[src/rtl/rng_arbiter.sv]
// Round-robin arbiter sharing one random_gen among NUM_REQ requesters.
// Drives the granted range to the generator, waits for it to settle, and returns one sample with an ack pulse.
module rng_arbiter #(
  parameter int NUM_REQ = 4,
  parameter int WIDTH   = 8,
  parameter int SETTLE  = 1
) (
  input  logic                     clk,
  input  logic                     reset,
  input  logic [NUM_REQ-1:0]       req,
  input  logic [NUM_REQ*WIDTH-1:0] req_min,
  input  logic [NUM_REQ*WIDTH-1:0] req_max,
  output logic [NUM_REQ-1:0]       ack,
  output logic [WIDTH-1:0]         rand_out,
  output logic                     range_err,
  output logic                     busy,
  output logic [WIDTH-1:0]         rng_min,
  output logic [WIDTH-1:0]         rng_max,
  input  logic [WIDTH-1:0]         rng_sample
);

  localparam int IW = $clog2(NUM_REQ);
  localparam int CW = $clog2(SETTLE + 1);
  localparam logic [IW:0] NREQ = (IW+1)'(NUM_REQ);

  typedef enum logic [1:0] {IDLE, LOAD, WAIT, ACK} state_t;

  state_t           state, state_next;
  logic [IW-1:0]    last_grant, grant_idx, pick_idx;
  logic [IW:0]      cand;
  logic             pick_valid;
  logic [WIDTH-1:0] pick_min, pick_max, lat_min, lat_max;
  logic [CW-1:0]    wait_cnt;
  logic             wait_done;

  // Scan from farthest to nearest so the requester closest after last_grant wins.
  always_comb begin
    pick_valid = 1'b0;
    pick_idx   = '0;
    cand       = '0;
    for (int k = NUM_REQ; k >= 1; k--) begin
      cand = {1'b0, last_grant} + (IW+1)'(k);
      if (cand >= NREQ) cand = cand - NREQ;
      if (req[cand[IW-1:0]]) begin
        pick_valid = 1'b1;
        pick_idx   = cand[IW-1:0];
      end
    end
  end

  always_comb begin
    pick_min = '0;
    pick_max = '0;
    for (int i = 0; i < NUM_REQ; i++) begin
      if (pick_idx == IW'(i)) begin
        pick_min = req_min[i*WIDTH +: WIDTH];
        pick_max = req_max[i*WIDTH +: WIDTH];
      end
    end
  end

  assign wait_done = (wait_cnt == CW'(1));

  always_ff @(posedge clk) begin
    if (!reset) state <= IDLE;
    else        state <= state_next;
  end

  always_comb begin
    state_next = state;
    case (state)
      IDLE:    if (pick_valid) state_next = LOAD;
      LOAD:    state_next = WAIT;
      WAIT:    if (wait_done) state_next = ACK;
      ACK:     state_next = IDLE;
      default: state_next = IDLE;
    endcase
  end

  // A full [0, all-ones] range is narrowed by one because random_gen's modulus would wrap to 0.
  always_ff @(posedge clk) begin
    if (!reset) begin
      ack        <= '0;
      rand_out   <= '0;
      range_err  <= 1'b0;
      busy       <= 1'b0;
      rng_min    <= '0;
      rng_max    <= '0;
      last_grant <= IW'(NUM_REQ - 1);
      grant_idx  <= '0;
      lat_min    <= '0;
      lat_max    <= '0;
      wait_cnt   <= '0;
    end else begin
      case (state)
        IDLE: begin
          if (pick_valid) begin
            grant_idx  <= pick_idx;
            last_grant <= pick_idx;
            lat_min    <= pick_min;
            lat_max    <= pick_max;
            rng_min    <= pick_min;
            rng_max    <= (pick_min == '0 && pick_max == '1) ? {{(WIDTH-1){1'b1}}, 1'b0} : pick_max;
            busy       <= 1'b1;
          end
        end
        LOAD: wait_cnt <= CW'(SETTLE);
        WAIT: begin
          wait_cnt <= wait_cnt - CW'(1);
          if (wait_done) begin
            ack <= NUM_REQ'(1) << grant_idx;
            if (lat_max < lat_min) begin
              rand_out  <= lat_min;
              range_err <= 1'b1;
            end else begin
              rand_out  <= rng_sample;
              range_err <= 1'b0;
            end
          end
        end
        ACK: begin
          ack  <= '0;
          busy <= 1'b0;
        end
        default: ;
      endcase
    end
  end

endmodule

[config.mk]
export PLATFORM = sky130hd
export DESIGN_NAME = rng_arbiter
export DESIGN_NICKNAME = d
export VERILOG_FILES = /design/src/rtl/rng_arbiter.sv
export SDC_FILE = /design/constraint.sdc
export NUM_CORES = 1
export LEC_CHECK = 0
export ABC_AREA = 1
export CORE_MARGIN = 5
export CORE_UTILIZATION = 40
export DETAILED_ROUTE_END_ITERATION = 8
export GPL_ROUTABILITY_DRIVEN = 0
export PLACE_DENSITY = 0.75
export SETUP_SLACK_MARGIN = 0.4
export SYNTH_ARGS = -nofsm -noshare
export SYNTH_HDL_FRONTEND = slang
export SYNTH_SLANG_ARGS = --single-unit
export TNS_END_PERCENT = 20
[constraint.sdc]
create_clock -name clk -period 1.8 [get_ports clk]
set_input_delay 0.36 -clock clk [delete_from_list [all_inputs] [get_ports clk]]
set_output_delay 0.36 -clock clk [all_outputs]
set_load 0.02 [all_outputs]
* Word-level counts from Yosys, hierarchy flattened
Index checks and enable logic that the tools add are counted.
** Operators by class
- $add $sub $neg :: 9
- Mux-type cells :: 39
- $lt $le $gt $ge :: 9
- Shift operators :: 1
- Eq/ne operators :: 9
- Reductions and logical operators :: 12
** Operator list (number)
- $mux W8 :: 10
- $mux W2 :: 10
- $ge A3 B3 Y1 const B :: 4
- $lt A2 B3 Y1 const B :: 4
- $mux W1 :: 10
- $reduce_and A2 Y1 :: 5
- $bmux W1 S2 :: 4
- $eq A2 B2 Y1 const B :: 4
- $eq A8 B8 Y1 const B :: 1
- $logic_not A8 Y1 :: 1
- $lt A8 B8 Y1 :: 1
- $pmux W2 S4 :: 1
- $pmux W4 S2 :: 1
- $sub A2 B1 Y2 const B :: 4
- $add A2 B2 Y3 const B :: 2
- $reduce_bool A2 Y1 :: 3
- $eq A2 B1 Y1 const B :: 2
- $logic_not A2 Y1 :: 2
- $mux W4 :: 1
- $ne A2 B2 Y1 const B :: 2
- $pmux W1 S2 :: 2
- $shl A1 B2 Y4 const A :: 1
- $add A2 B1 Y3 const B :: 1
- $add A2 B3 Y3 const B :: 1
- 2 further kinds :: 2
** Storage, ports and cells
- Word-level logic and storage cells :: 90
- Register bits after elaboration :: 45
- Bits of input ports :: 78
- Output and inout port bits :: 30

* Longest topological paths before layout
- Depth in word-level cells :: 17
- Mapped depth :: 21
- Gate-level depth less buffers :: 19

* Worst setup path after synthesis
No wires, ideal clock.
- Path kind :: register to register
- From :: reg lat_min[1]
- To :: reg rand_out[0]
- Buffers on the path :: 1
- Library setup time :: 0.132 ns
- Data required time :: 1.668 ns
- Arrival time :: 1.854 ns
- Setup slack :: -0.187 ns
- Cell stages (with the launch flop) :: 13
- Period minus slack after synthesis :: 1.987 ns
- Path through :: dfxtp_1 -> inv_1 -> ha_1 -> o21a_1 -> o211ai_1 -> nand2_1 -> nand4_1 -> nand2_1 -> inv_1 -> clkbuf_1 -> nand2_1 -> o211ai_1 -> a21oi_1
** Between the ends
- Longest elaborated chain between the ends :: 2
** Ends and longest elaborated chain
- start: declaration :: line 32 : logic [WIDTH-1:0] pick_min, pick_max, lat_min, lat_max;
- start signal: assignment :: line 100 : lat_min <= pick_min;
- $lt A8 B8 Y1 :: line 112 : if (lat_max < lat_min) begin
- $mux W8 :: line 112
- end signal: assignment :: line 113 : rand_out <= lat_min;
- end signal: assignment :: line 116 : rand_out <= rng_sample;
- end: declaration :: line 14 : output logic [WIDTH-1:0] rand_out,
No other way between the ends.
A chain may end at the register's enable or synchronous reset.

* Worst setup path in the final report
- From :: reg last_grant[0]
- To :: reg rng_max[0]
** Between the ends
- Longest elaborated chain between the ends :: 17
- Elaborated cells between the ends (all ways) :: 49
- Classes of those cells :: add/sub (8); order compare (4); eq/ne (4); mux (29); reduce/logical (4)
** Ends and longest elaborated chain
- start: declaration :: line 29 : logic [IW-1:0] last_grant, grant_idx, pick_idx;
- start signal: assignment :: line 89 : last_grant <= IW'(NUM_REQ - 1);
- start signal: assignment :: line 99 : last_grant <= pick_idx;
- $add A2 B3 Y3 :: line 42 : cand = {1'b0, last_grant} + (IW+1)'(k);
- $ge A3 B3 Y1 or $sub A2 B1 Y2 (tied branches) :: line 43 : if (cand >= NREQ) cand = cand - NREQ;
- $mux W2 :: line 43
- $bmux W1 S2 :: line 44 : if (req[cand[IW-1:0]]) begin
- $mux W1 (implied by the code) :: line 44
- $mux W2 (4 in series) :: line 44
- $logic_not A2 Y1 :: line 55 : if (pick_idx == IW'(i)) begin
- $mux W8 (4 in series) :: line 55
- $eq A8 B8 Y1 or $logic_not A8 Y1 (tied branches) :: line 103 : rng_max <= (pick_min == '0 && pick_max == '1) ? {{(WIDTH-1){1'b1}}, 1'b0} : pick_max;
- $logic_and A1 B1 Y1 :: line 103
- $mux W8 :: line 103
- end signal: assignment :: line 103
- end: declaration :: line 18 : output logic [WIDTH-1:0] rng_max,
Parallel ways exist; a longest one is shown, timed or not. The select of a mux whose other input is x is not followed.

==> flow_metrics.tcl <==
set metrics [dict create \
    nFillCells 515 \
    root_buffer "clkbuf_8" \
    cp_num_buf_inv 3 \
    place_inst 651 \
    antenna_found_initial 0 \
    setup.worst_path.start "last_grant[0]" \
    worstReg2RegEnd "rng_max[0]" \
    crit_family "simple AND/OR/NAND/NOR gates" \
    viasPerCell 5.10 \
    setup_viol 25 \
    cts_buffer_depth 2 \
    fin_crit_sh_pct 125 \
    p_leak_nw 2.33 \
    grtUsageTotal_pct 19.3 \
    design.core.area_um2 6790 \
    cp-end-kind "flip-flop" \
    ant_nets 0 \
    startpoint_type "flip-flop" \
    required_ns 2.01 \
    drive_gt1_share_pct 29.9 \
    r2r_start "last_grant[0]" \
    drc 0 \
    netlist_top_cells_area "dfxtp_1, nand2_1, inv_1, nand3_1, a21oi_1" \
    path_cells "buf_12 -> buf_8 -> o21ai_4 -> nand2_2 -> nand2_2 -> nand2_4 -> nand3_2 -> nand2_8 -> clkbuf_16 -> nand3_1 -> nand3_1 -> nor2_2 -> nand2_1 -> nor2_1 -> nand2_1 -> nor2_2 -> a21oi_2" \
    start_util_pct 41.3 \
    grt_pass1_wl_um 13600 \
    holdWs_ns 0.458 \
    die_w_um 93.7 \
    tns_ns -7.10 \
    yosys_warnings 0 \
    num_rows 30 \
    io_buffers 107 \
    syn-num-nets 520 \
    rsz0062_at_grt "yes" \
    io_pins 108 \
    power_density_nw_per_um2 2130 \
    synth_cell_types 29 \
    grt_overflow_total 0 \
    grt_max_degree 25 \
    drt_pass1_iterations 4 \
    syn_avg_cell_area_um2 6.51 \
    yosysSeqAreaShare_pct 32.1 \
    insertion_delay_ns 0.31 \
    reg2reg_slack_ns -0.46 \
    crit_cells 17 \
    syn_to_final_growth_pct 74.6 \
    clkSinkCount 45 \
    syn_area_um2 2810 \
    cp_slowest_cell "dfxtp_2" \
    nets 666 \
    final_core_utilization_pct 72.1 \
    die_h_um 93.7 \
    diodes 0 \
    htreeDepth 2 \
    wire_per_inst_um 14.7 \
    fin_area_um2 4900 \
    placed_area_um2 4230 \
    vias 3436 \
    crit_fanout 6 \
    netlist_instances 431 \
    violations "negative setup slack" \
    crit_end "rng_max[0]" \
    ys_ff_latch 45 \
    pre_cts_slack_ns -0.740 \
    status "finished with violations" \
    finalMaxSlewViolations 0 \
    finalCriticalPeriod_ns 2.26 \
    reg2reg_depth 17 \
    wirelength_um 9930 \
    crit_path_max_incr_delay_ns 0.33 \
    clock_skew_ns 0.00862 \
    tightestPinTransition_ns 0.665 \
    cap_violations 0 \
    crit_type "reg2reg" \
    fmax_ghz 0.443 \
    worst_slack_ns -0.455 \
    peakVddDrop_mv 1.09 \
    cp.arrival_ns 2.46 \
    dieArea_um2 8790 \
    drt_iter0_markers 187 \
    cts_buffers 5 \
    grt_pass1_vias 3147 \
    yosysTopAreaCell "dfxtp_1" \
    synth_top_area_share_pct 32.1 \
    layout.cells.non_filler 674 \
    clk_pin_slew_ns 0.08 \
    slew_headroom_pct 55.6 \
    power.total_mw 10.4 \
    hold_viol 0 \
    dp_hpwl_um 6830 \
    cts_tree "done" \
    min_path_type "reg2reg" \
]
[cell usage after synthesis (all sizes together)]
cell type and instances:
inv 58, nand4 1, o211ai 21, ha 11, o21a 2, dfxtp 45, nor3 3, a21oi 35
clkbuf 10, nand2 142, o31ai 1, or2 2, nand3b 1, nor2 22, buf 9, o21ai 20
nand3 48
[cells in the final DEF, fill, tap and decap left out, drive strengths merged, types with 3 or more instances in the layout]
cell type,Yosys,final
clkdlybuf4s15,0,4
o21ai,20,20
dlymetal6s2s,0,3
o211ai,21,21
buf,9,47
dfxtp,45,45
nand2,142,142
dlygate4sd2,0,25
nand3,48,48
nor2,22,22
clkdlybuf4s50,0,74
a21oi,35,35
nor3,3,3
ha,11,11
inv,58,56
clkbuf,10,13
[cells by family (layout without fill, tap and decap cells)]
kind of cell	count (synthesis)	count (layout)	share of synthesized area, %
buffers and inverters	77	224	12.0
DFF	45	45	32.1
and+or+nand+nor	219	219	34.7
AOI/OAI and AO/OA	79	79	16.4
adders and majority gates	11	11	4.91
[cell type report]
| class | count | area, um^2 | share of cell area [%] |
|---|---|---|---|
| multi-input cells | 309 | 1950 | 39.8 |
| well taps | 96 | 120 | 2.45 |
| repair buffers | 158 | 1580 | 32.2 |
| flip-flops and latches | 45 | 912 | 18.6 |
| inverters | 58 | 245 | 5.01 |
| clock buffers | 8 | 90.1 | 1.84 |
[state kept, by name (all words and copies together), names as in the netlist]
signal / cells
wait_cnt: 1
last_grant: 2
grant_idx: 2
state: 2
lat_min: 8
ack: 4
rng_max: 8
busy: 1
rand_out: 8
range_err: 1
lat_max: 8
[repair_timing]
| action | in CTS | in global routing |
|---|---|---|
| hold buffers | 0 | 0 |
| resized for setup | 73 | 92 |
| pin swaps | 22 | 42 |
| endpoints found under the setup margin | 69 | 52 |
| cloned | 0 | 6 |
| setup buffers | 1 | 8 |
[worst register-to-register path, stage by stage (launching register included)]
cell,delay [ns]
dfxtp_2,0.33
buf_12,0.13
buf_8,0.13
o21ai_4,0.18
nand2_2,0.10
nand2_2,0.09
nand2_4,0.08
nand3_2,0.12
nand2_8,0.09
clkbuf_16,0.17
nand3_1,0.08
nand3_1,0.12
nor2_2,0.14
nand2_1,0.07
nor2_1,0.10
nand2_1,0.07
nor2_2,0.11
a21oi_2,0.05
[metal layers]
metal,share of wire (%),track usage [%],vias to the layer above
met2,54,37.1,111
met3,5.6,4.41,21
met1,38,20.1,1611
li1,-,-,1693
met5,0,0,-
met4,2.6,7.10,0
[report_power, final]
| group | total, mW | switching [mW] | internal [mW] | leakage, nW |
|---|---|---|---|---|
| Combinational | 8.24 | 4.50 | 3.73 | 1.91 |
| Clock | 0.655 | 0.342 | 0.313 | 0.0455 |
| Sequential | 1.56 | 0.221 | 1.34 | 0.372 |
| Total | 10.4 | 5.06 | 5.38 | 2.33 |
[how the worst min path moves through the flow]
| stage | startpoint | to | slack [ns] | cells past startpoint |
|---|---|---|---|---|
| after global routing | rand_out[5] | rand_out[5] | 0.48 | 2 |
| after CTS | ack[0] | ack[0] | 0.46 | 2 |
| after global placement | ack[0] | ack[0] | 0.45 | 2 |
| final | ack[0] | ack[0] | 0.46 | 2 |
| after floorplan | lat_max[0] | lat_max[0] | 0.45 | 2 |
| after detailed placement | ack[0] | ack[0] | 0.45 | 2 |
Note: power is estimated with default switching activity, not from simulation.
